===== config.mk =====
export PLATFORM = sky130hd
export DESIGN_NAME = boot_loader
export DESIGN_NICKNAME = d
export VERILOG_FILES = /design/src/rtl/boot_pkg.sv /design/src/rtl/boot_checksum.sv /design/src/rtl/boot_loader.sv
export SDC_FILE = /design/constraint.sdc
export NUM_CORES = 1
export LEC_CHECK = 0
export CORE_ASPECT_RATIO = 1.75
export CORE_MARGIN = 10
export CORE_UTILIZATION = 55
export CTS_BUF_LIST = sky130_fd_sc_hd__clkbuf_2 sky130_fd_sc_hd__clkbuf_4 sky130_fd_sc_hd__clkbuf_8
export CTS_CLUSTER_SIZE = 16
export DETAILED_ROUTE_END_ITERATION = 10
export PLACE_DENSITY_LB_ADDON = 0.3
export SLEW_MARGIN = 20
export SYNTH_ARGS = -nofsm -noshare
export SYNTH_HDL_FRONTEND = slang
export SYNTH_HIERARCHICAL = 1
export SYNTH_SLANG_ARGS = --single-unit

===== constraint.sdc =====
create_clock -name clk -period 7.9 [get_ports clk]
set_clock_uncertainty 0.05 [all_clocks]
set_input_delay 0.79 -clock clk [delete_from_list [all_inputs] [get_ports clk]]
set_output_delay 0.79 -clock clk [all_outputs]
set_load 0.02 [all_outputs]

===== src/rtl/boot_pkg.sv =====
// boot_pkg: shared definitions for the byte-stream program loader.
// Holds the frame command codes, the loader FSM state encoding and the
// fixed frame header length (CMD + 2 address bytes + 2 length bytes).
package boot_pkg;

    localparam logic [7:0] CMD_LOAD_IM = 8'h01;
    localparam logic [7:0] CMD_LOAD_DM = 8'h02;
    localparam logic [7:0] CMD_RUN     = 8'h03;

    localparam int HDR_LEN = 5;

    typedef enum logic [3:0] {
        ST_IDLE,
        ST_A_HI,
        ST_A_LO,
        ST_L_HI,
        ST_L_LO,
        ST_DATA,
        ST_CSUM,
        ST_RUN,
        ST_ERR
    } boot_state_e;

    // The two terminal states refuse further bytes; every other state accepts.
    function automatic logic state_accepts(boot_state_e s);
        return !(s == ST_RUN || s == ST_ERR);
    endfunction

endpackage


===== src/rtl/boot_checksum.sv =====
// boot_checksum: 8-bit running frame sum with clear, add and zero check.
// zero_o reports whether the sum *including* the byte presented this cycle
// is zero, so the closing CSUM byte can be judged on the cycle it arrives.
module boot_checksum (
    input  logic       clk,
    input  logic       rst_n,
    input  logic       clr_i,
    input  logic       add_i,
    input  logic [7:0] data_i,
    output logic       zero_o
);

    logic [7:0] sum_q, sum_d;

    // Next sum: optionally restart from zero, then fold in the current byte.
    always_comb begin
        sum_d  = (clr_i ? 8'h00 : sum_q) + (add_i ? data_i : 8'h00);
        zero_o = (sum_d == 8'h00);
    end

    // Accumulator register.
    always_ff @(posedge clk or negedge rst_n) begin
        if (!rst_n) sum_q <= 8'h00;
        else        sum_q <= sum_d;
    end

endmodule


===== src/rtl/boot_loader.sv =====
// boot_loader: parses CMD/ADDR/LEN framed load commands from a byte stream
// and writes the payload into the CPU instruction or data memory, holding
// the CPU in reset until a RUN command arrives. Define BOOT_CHECKSUM_EN to
// require a trailing CSUM byte on every load frame (frame sum must be 0).
module boot_loader
    import boot_pkg::*;
#(
    parameter int ADDR_W   = 16,
    parameter int IM_DEPTH = 1024,
    parameter int DM_DEPTH = 1024
) (
    input  logic              clk,
    input  logic              reset,
    input  logic [7:0]        in_data,
    input  logic              in_valid,
    output logic              in_ready,
    output logic              im_we,
    output logic              dm_we,
    output logic [ADDR_W-1:0] mem_addr,
    output logic [7:0]        mem_wdata,
    output logic              cpu_reset,
    output logic              busy,
    output logic              error
);

`ifdef BOOT_CHECKSUM_EN
    localparam boot_state_e FRAME_END = ST_CSUM;
`else
    localparam boot_state_e FRAME_END = ST_IDLE;
`endif

    boot_state_e       state_q, state_d;
    logic              is_dm_q, is_dm_d;
    logic [15:0]       addr_q, addr_d;
    logic [7:0]        len_hi_q, len_hi_d;
    logic [15:0]       rem_q, rem_d;

    logic              in_ready_q, in_ready_d;
    logic              im_we_q, im_we_d;
    logic              dm_we_q, dm_we_d;
    logic [ADDR_W-1:0] mem_addr_q, mem_addr_d;
    logic [7:0]        mem_wdata_q, mem_wdata_d;
    logic              cpu_reset_q, cpu_reset_d;
    logic              busy_q, busy_d;
    logic              error_q, error_d;

    logic              accept;
    logic              wr;
    logic [15:0]       len_w;
    logic [16:0]       end_w;
    logic [31:0]       depth_w;
    logic              range_bad;
    logic              csum_ok;

    assign accept    = in_valid && in_ready_q;
    assign wr        = accept && (state_q == ST_DATA);
    assign len_w     = {len_hi_q, in_data};
    assign end_w     = {1'b0, addr_q} + {1'b0, len_w};
    assign depth_w   = is_dm_q ? 32'(DM_DEPTH) : 32'(IM_DEPTH);
    assign range_bad = (32'(end_w) > depth_w) || ((32'(addr_q) >> ADDR_W) != 32'd0);

`ifdef BOOT_CHECKSUM_EN
    boot_checksum u_csum (
        .clk    (clk),
        .rst_n  (reset),
        .clr_i  (accept && (state_q == ST_IDLE)),
        .add_i  (accept),
        .data_i (in_data),
        .zero_o (csum_ok)
    );
`else
    assign csum_ok = 1'b1;
`endif

    // State register.
    // NOTE: sequential state uses non-blocking (<=) so every flop samples
    // pre-edge values; blocking here would create order-dependent races.
    always_ff @(posedge clk or negedge reset) begin
        if (!reset) state_q <= ST_IDLE;
        else        state_q <= state_d;
    end

    // Next-state logic: each accepted byte advances the frame parser.
    // NOTE: every comb output gets a default first so no path infers a latch.
    always_comb begin
        state_d = state_q;
        if (accept) begin
            unique case (state_q)
                ST_IDLE: begin
                    if (in_data == CMD_LOAD_IM || in_data == CMD_LOAD_DM) state_d = ST_A_HI;
                    else if (in_data == CMD_RUN)                          state_d = ST_RUN;
                    else                                                  state_d = ST_ERR;
                end
                ST_A_HI: state_d = ST_A_LO;
                ST_A_LO: state_d = ST_L_HI;
                ST_L_HI: state_d = ST_L_LO;
                ST_L_LO: begin
                    if (range_bad)           state_d = ST_ERR;
                    else if (len_w == 16'd0) state_d = FRAME_END;
                    else                     state_d = ST_DATA;
                end
                ST_DATA: if (rem_q == 16'd1) state_d = FRAME_END;
                ST_CSUM: state_d = csum_ok ? ST_IDLE : ST_ERR;
                default: state_d = state_q;
            endcase
        end
    end

    // Frame datapath: capture target, address and length; walk the payload.
    always_comb begin
        is_dm_d  = is_dm_q;
        addr_d   = addr_q;
        len_hi_d = len_hi_q;
        rem_d    = rem_q;
        if (accept) begin
            case (state_q)
                ST_IDLE: is_dm_d       = (in_data == CMD_LOAD_DM);
                ST_A_HI: addr_d[15:8]  = in_data;
                ST_A_LO: addr_d[7:0]   = in_data;
                ST_L_HI: len_hi_d      = in_data;
                ST_L_LO: rem_d         = len_w;
                ST_DATA: begin
                    addr_d = addr_q + 16'd1;
                    rem_d  = rem_q - 16'd1;
                end
                default: ;
            endcase
        end
    end

    // Output decode: all outputs are registered from the next state / write.
    always_comb begin
        im_we_d     = wr && !is_dm_q;
        dm_we_d     = wr && is_dm_q;
        mem_addr_d  = wr ? addr_q[ADDR_W-1:0] : mem_addr_q;
        mem_wdata_d = wr ? in_data : mem_wdata_q;
        in_ready_d  = state_accepts(state_d);
        cpu_reset_d = (state_d != ST_RUN);
        busy_d      = !(state_d == ST_IDLE || state_d == ST_RUN || state_d == ST_ERR);
        error_d     = (state_d == ST_ERR);
    end

    // Datapath and output registers; reset forces the CPU back into reset.
    always_ff @(posedge clk or negedge reset) begin
        if (!reset) begin
            is_dm_q     <= 1'b0;
            addr_q      <= '0;
            len_hi_q    <= '0;
            rem_q       <= '0;
            in_ready_q  <= 1'b1;
            im_we_q     <= 1'b0;
            dm_we_q     <= 1'b0;
            mem_addr_q  <= '0;
            mem_wdata_q <= '0;
            cpu_reset_q <= 1'b1;
            busy_q      <= 1'b0;
            error_q     <= 1'b0;
        end else begin
            is_dm_q     <= is_dm_d;
            addr_q      <= addr_d;
            len_hi_q    <= len_hi_d;
            rem_q       <= rem_d;
            in_ready_q  <= in_ready_d;
            im_we_q     <= im_we_d;
            dm_we_q     <= dm_we_d;
            mem_addr_q  <= mem_addr_d;
            mem_wdata_q <= mem_wdata_d;
            cpu_reset_q <= cpu_reset_d;
            busy_q      <= busy_d;
            error_q     <= error_d;
        end
    end

    assign in_ready  = in_ready_q;
    assign im_we     = im_we_q;
    assign dm_we     = dm_we_q;
    assign mem_addr  = mem_addr_q;
    assign mem_wdata = mem_wdata_q;
    assign cpu_reset = cpu_reset_q;
    assign busy      = busy_q;
    assign error     = error_q;

endmodule


==> flow_metrics.tcl, run 1 <==
set metrics [dict create \
    rsz0062_at_grt "false" \
    r2r_start "addr_q[0]" \
    synth_common_cells "dfrtp_1, nor2_1, a21oi_1" \
    clock-root-buffer "clkbuf_8" \
    grt_max_degree 76 \
    coreArea_sq_mm 0.00802 \
    crit_fanout 9 \
    crit_path_end "busy" \
    clock.fmax_mhz 244 \
    grt_usage 0.203 \
    crit_type "primary input to flop" \
    holdBufCountCts 0 \
    io_pins 41 \
    ys_async_sr_fraction 1.00 \
    power.density_mw_per_mm2 328 \
    synth_edf_count 0 \
    total_power_uw 1710 \
    reg2reg_to "busy" \
    gp_congestion 0.930 \
    die_x_microns 88.8 \
    grt_pass1_wl_mm 20.2 \
    cts_buffers 9 \
    antenna_found_initial 0 \
    ys_warn_count 6 \
    port_buffers 40 \
    antenna_cells 0 \
    endpoint_kind "flop" \
    clk_path_buf_depth 2 \
    synth_nets 535 \
    final-setup-viol-count 0 \
    die_area_sq_mm 0.0125 \
    start_util 0.568 \
    insertion_delay_ns 0.36 \
    maxSlewHeadroom 0.366 \
    synth_cell_type_count 56 \
    vias_per_cell 6.50 \
    irDropWorstVdd_mv 0.205 \
    path_clk_slew_ns 0.09 \
    wire_per_inst_microns 19.5 \
    clock_sink_count 75 \
    rows 43 \
    crit_arrival_ns 4.29 \
    tritoncts "done" \
    synth_area_sq_mm 0.00455 \
    grt_pass1_vias 4004 \
    r2r_slack_ns 4.46 \
    ant_nets 0 \
    drc_errors 0 \
    dp_cells 616 \
    final-hold-violation-count 0 \
    max-cap-violations 0 \
    final_cells 632 \
    drv_slew 0 \
    fill_cells 666 \
    first_pass_iters 5 \
    ys_seq_area_frac 0.413 \
    worstSetupStartpoint "in_data[0]" \
    fin_crit_sh 0.518 \
    start_kind "primary input" \
    drive_gt1_frac 0.118 \
    synth_area_leaders "dfrtp_1, mux2_2, a21oi_1" \
    rr_worst_depth 11 \
    synth_top_area_cell "dfrtp_1" \
    outcome "completed" \
    yosys_most_used_dff "dfrtp_1" \
    cts.htree.levels 3 \
    synth.most_common_cell "dfrtp_1" \
    fp.dieH_microns 140 \
    synth_top_area_share 0.401 \
    tns_ns 0 \
    min_from "rem_q[6]" \
    postCtsSetupBuffers 0 \
    final_nets 568 \
    hpwlAfterDp_mm 9.04 \
    syn_inst 504 \
    yosys_register_bits 75 \
    utilization 0.651 \
    cp.required_ns 8.10 \
    post_cts_resized 0 \
    gr-total-overflow 0 \
    synth_area_per_cell_sq_um 9.04 \
    vias 4109 \
    min_path_type "flop to flop" \
    worst_pin_slew_ns 0.951 \
    power.leakage_uw 0.00228 \
    drt-initial-drc-count 280 \
    post-route-min-period_ns 4.09 \
    routed_wl_mm 12.4 \
    area_growth_pct 14.6 \
]
==> cells by family (layout without fill, tap and decap cells) <==
| kind of cell | Yosys count | in the layout | synth area share |
|---|---|---|---|
| adder cells (fa/ha/maj) | 20 | 20 | 0.0566 |
| AO/OA/AOI/OAI | 151 | 151 | 0.211 |
| buffers and inverters | 31 | 69 | 0.0255 |
| AND/OR/NAND/NOR | 186 | 186 | 0.197 |
| multiplexers | 35 | 35 | 0.0860 |
| XOR/XNOR | 6 | 6 | 0.0115 |
| flip-flops | 75 | 75 | 0.413 |
==> sequential cells by signal (all words and copies together), names as in the netlist, 4 cells and up <==
name / count
mem_wdata: 8
state_q: 4
rem_q: 16
len_hi_q: 8
addr_q: 16
mem_addr: 16
==> layout make-up <==
class	count	area [sq um]	share of cell area
clock buffers	9	124	0.0237
flip-flops and latches	75	1880	0.360
well taps	90	113	0.0216
repair buffers	44	428	0.0820
multi-input cells	398	2560	0.491
inverters	9	33.8	0.00647
clock inverters	7	81.3	0.0156
==> worst max-delay path, cell delays in order <==
cell	delay (ns)
clkdlybuf4s50_1	0.61
ha_1	0.34
fa_1	0.43
a21o_1	0.23
a221oi_4	0.36
nor2_1	0.12
nor4_1	0.27
o221ai_1	0.16
a2111oi_2	0.43
nand3_1	0.17
a21oi_2	0.21
o21ba_1	0.16
==> worst min path at each step <==
stage / endpoint / slack [ns] / cells past startpoint
after detailed placement: rem_q[6] / 0.42 / 2
after floorplan: im_we / 0.38 / 1
after global routing: rem_q[6] / 0.47 / 2
after global placement: im_we / 0.42 / 1
after CTS: im_we / 0.44 / 1
final: rem_q[6] / 0.44 / 2
==> layer usage <==
layer  global-route usage  up-vias  share of wire
met5                    0        -              0
met4               0.0898        0          0.029
met3               0.0407       34          0.051
met2                0.364      139           0.55
li1                     -     1922              -
met1                0.217     2014           0.37
==> metrics by stage <==
step / hold WS (ns) / worst slack, ns / instance area, sq um
after global placement: 0.418 / 3.60 / 5010
after floorplan: 0.377 / 4.50 / 4550
after CTS: 0.438 / 3.84 / 5220
after detailed placement: 0.421 / 3.47 / 5010
final: 0.441 / 3.81 / 5220
after global routing: 0.468 / 3.46 / 5220
==> cells in the final DEF (no fill, tap or decap), types with 3 or more instances in the layout <==
master,synthesis,final
o41ai_1,3,3
ha_1,19,19
xnor2_1,5,5
nand3b_1,5,5
and2_1,4,5
o22a_1,3,3
mux2_2,33,33
o22ai_1,5,5
clkdlybuf4s50_1,0,39
o21a_1,5,5
a211oi_1,3,3
nor2b_1,3,3
clkbuf_8,0,9
a31oi_1,7,7
or3_1,4,4
dfrtp_1,73,73
nor4_1,8,8
buf_4,0,5
o21ai_0,39,39
and3_1,15,15
inv_6,0,3
nand3_1,21,21
nand4_1,3,3
nor3_1,14,14
a21oi_1,49,49
nand2b_1,3,3
o31ai_1,3,3
o21bai_1,3,3
inv_1,9,9
a22o_1,3,3
nand2_1,44,44
nor2_1,53,52
a21o_1,5,5
==> report_power, final <==
group	switching, uW	internal [uW]
Combinational	392	321
Clock	161	150
Sequential	178	508
No activity file was read; power rests on OpenSTA's default activity.
==> inputs of run 2 (changes only) <==
--- a/config.mk
+++ b/config.mk
@@ -7,7 +7,7 @@
 export LEC_CHECK = 0
 export CORE_ASPECT_RATIO = 1.75
 export CORE_MARGIN = 10
-export CORE_UTILIZATION = 55
+export CORE_UTILIZATION = 54
 export CTS_BUF_LIST = sky130_fd_sc_hd__clkbuf_2 sky130_fd_sc_hd__clkbuf_4 sky130_fd_sc_hd__clkbuf_8
 export CTS_CLUSTER_SIZE = 16
 export DETAILED_ROUTE_END_ITERATION = 10
==> constraint.sdc (replaced) <==
create_clock -name clk -period 3.65 [get_ports clk]
set_clock_uncertainty 0.05 [all_clocks]
set_input_delay 0.365 -clock clk [delete_from_list [all_inputs] [get_ports clk]]
set_output_delay 0.365 -clock clk [all_outputs]
set_load 0.02 [all_outputs]
==> flow_metrics.tcl, run 2 (synthesis results as in run 1) <==
set metrics [dict create \
    final_common_cell "dfrtp_1" \
    grt_pass1_wl_mm 20.5 \
    start_util 0.552 \
    layout_common_cells "dfrtp_1, nor2_1, a21oi_1" \
    final-setup-viol-count 0 \
    r2r_start "addr_q[12]" \
    outcome "completed" \
    endpoint_kind "flop" \
    cp_num_buf_inv 1 \
    cts.htree.levels 3 \
    reg2reg_to "busy" \
    slowest_stage "clkdlybuf4s50_1" \
    dp_cells 635 \
    insertion_delay_ns 0.36 \
    routed_wl_mm 12.9 \
    antenna_found_initial 0 \
    hpwlAfterDp_mm 9.62 \
    fp.dieH_microns 141 \
    rr_worst_depth 10 \
    io_pins 41 \
    crit_arrival_ns 3.51 \
    gp_congestion 0.932 \
    crit_type "primary input to flop" \
    first_pass_iters 5 \
    antenna_cells 0 \
    critical-path-max-stage-delay_ns 0.47 \
    final-hold-violation-count 0 \
    gr-total-overflow 0 \
    coreArea_sq_mm 0.00826 \
    rows 44 \
    cp_cell_sequence "clkdlybuf4s50_1, ha_1, fa_1, a21o_1, a221oi_4, nor2_1, nor4_1, o221ai_1, a2111oi_2, nand3_1, a21oi_2, o21ba_1" \
    die_x_microns 89.4 \
    vias_per_cell 6.42 \
    dr_wl_met2_mm 7.14 \
    total_power_uw 3830 \
    r2r_slack_ns 0.38 \
    irDropWorstVdd_mv 0.438 \
    fin_crit_sh 0.907 \
    vias 4178 \
    die_area_sq_mm 0.0127 \
    tns_ns 0 \
    clock-root-buffer "clkbuf_8" \
    power.leakage_uw 0.00238 \
    drc_errors 0 \
    post-route-min-period_ns 3.31 \
    grt_max_degree 76 \
    clock.fmax_mhz 302 \
    wl_met1_mm 4.71 \
    tritoncts "done" \
    worst_hold_slack_ns 0.0801 \
    rsz0062_at_grt "false" \
    worst_pin_slew_ns 0.951 \
    start_kind "primary input" \
    drt-initial-drc-count 317 \
    dr_wl_met3_microns 573 \
    highest_layer "met4" \
    clk_path_buf_depth 2 \
    ant_nets 0 \
    max-cap-violations 0 \
    final_nets 585 \
    final_cells 651 \
    crit_fanout 6 \
    drv_slew 0 \
    drive_gt1_frac 0.145 \
    grt_usage 0.208 \
    grt_pass1_vias 4215 \
    cp.required_ns 3.85 \
    fill_cells 701 \
    wire_per_inst_microns 19.8 \
    postCtsSetupBuffers 0 \
    min_path_type "primary input to asynchronous set/reset pin" \
    cts_buffers 9 \
    clock_sink_count 75 \
    maxSlewHeadroom 0.366 \
    port_buffers 40 \
    holdBufCountCts 0 \
    post_cts_resized 0 \
    power.density_mw_per_mm2 713 \
    area_growth_pct 18.0 \
    path_clk_slew_ns 0.09 \
    cp_top_family "compound AO/OA/AOI/OAI gates" \
]
==> run 2: cell types whose count changed in the layout (fill, tap and decap cells not counted) <==
cell / before / now
buf_4: 5 / 22
and2_0: 0 / 1
and2_1: 5 / 4
bufinv_16: 1 / 2
clkinv_4: 2 / 1
clkinvlp_4: 1 / 0
inv_8: 0 / 1
==> run 2: metrics by stage <==
| stage | util | setup slack [ns] | instance area (sq um) |
|---|---|---|---|
| floorplan | - | 0.618 | 4550 |
| CTS | 0.651 | 0.327 | 5380 |
| detailed placement | 0.623 | -0.0420 | 5140 |
| global placement | 0.623 | 0.0174 | 5140 |
| finish | 0.651 | 0.341 | 5380 |
| global route | 0.651 | 0.0968 | 5380 |
==> run 2: metal layers <==
layer	vias to the layer above	track usage
met5	-	0
met4	0	0.109
met3	40	0.0413
met2	138	0.384
met1	2044	0.207
li1	1956	-
==> run 2: worst max path at each step <==
stage	start	end	slack, ns	depth (start not counted)
final	in_data[0]	busy	0.34	12
after global routing	in_data[0]	busy	0.1	12
after CTS	in_data[0]	busy	0.33	12
after detailed placement	in_data[0]	busy	-0.04	12
after global placement	in_data[0]	busy	0.02	12
after floorplan	addr_q[0]	busy	0.62	11
==> run 2: final cells by class <==
cell class,instances,area [sq um],share of cell area
inverter,9,33.8,0.00628
tap,92,115,0.0214
sequential,75,1880,0.350
multi-input combinational,398,2560,0.476
clock inverter,7,106,0.0198
clock buffer,9,124,0.0230
timing repair buffer,61,556,0.103
==> run 2: where the power goes <==
group	switching [uW]	total [uW]	internal, uW
combinational	876	1600	726
clock	359	757	398
sequential	376	1480	1100
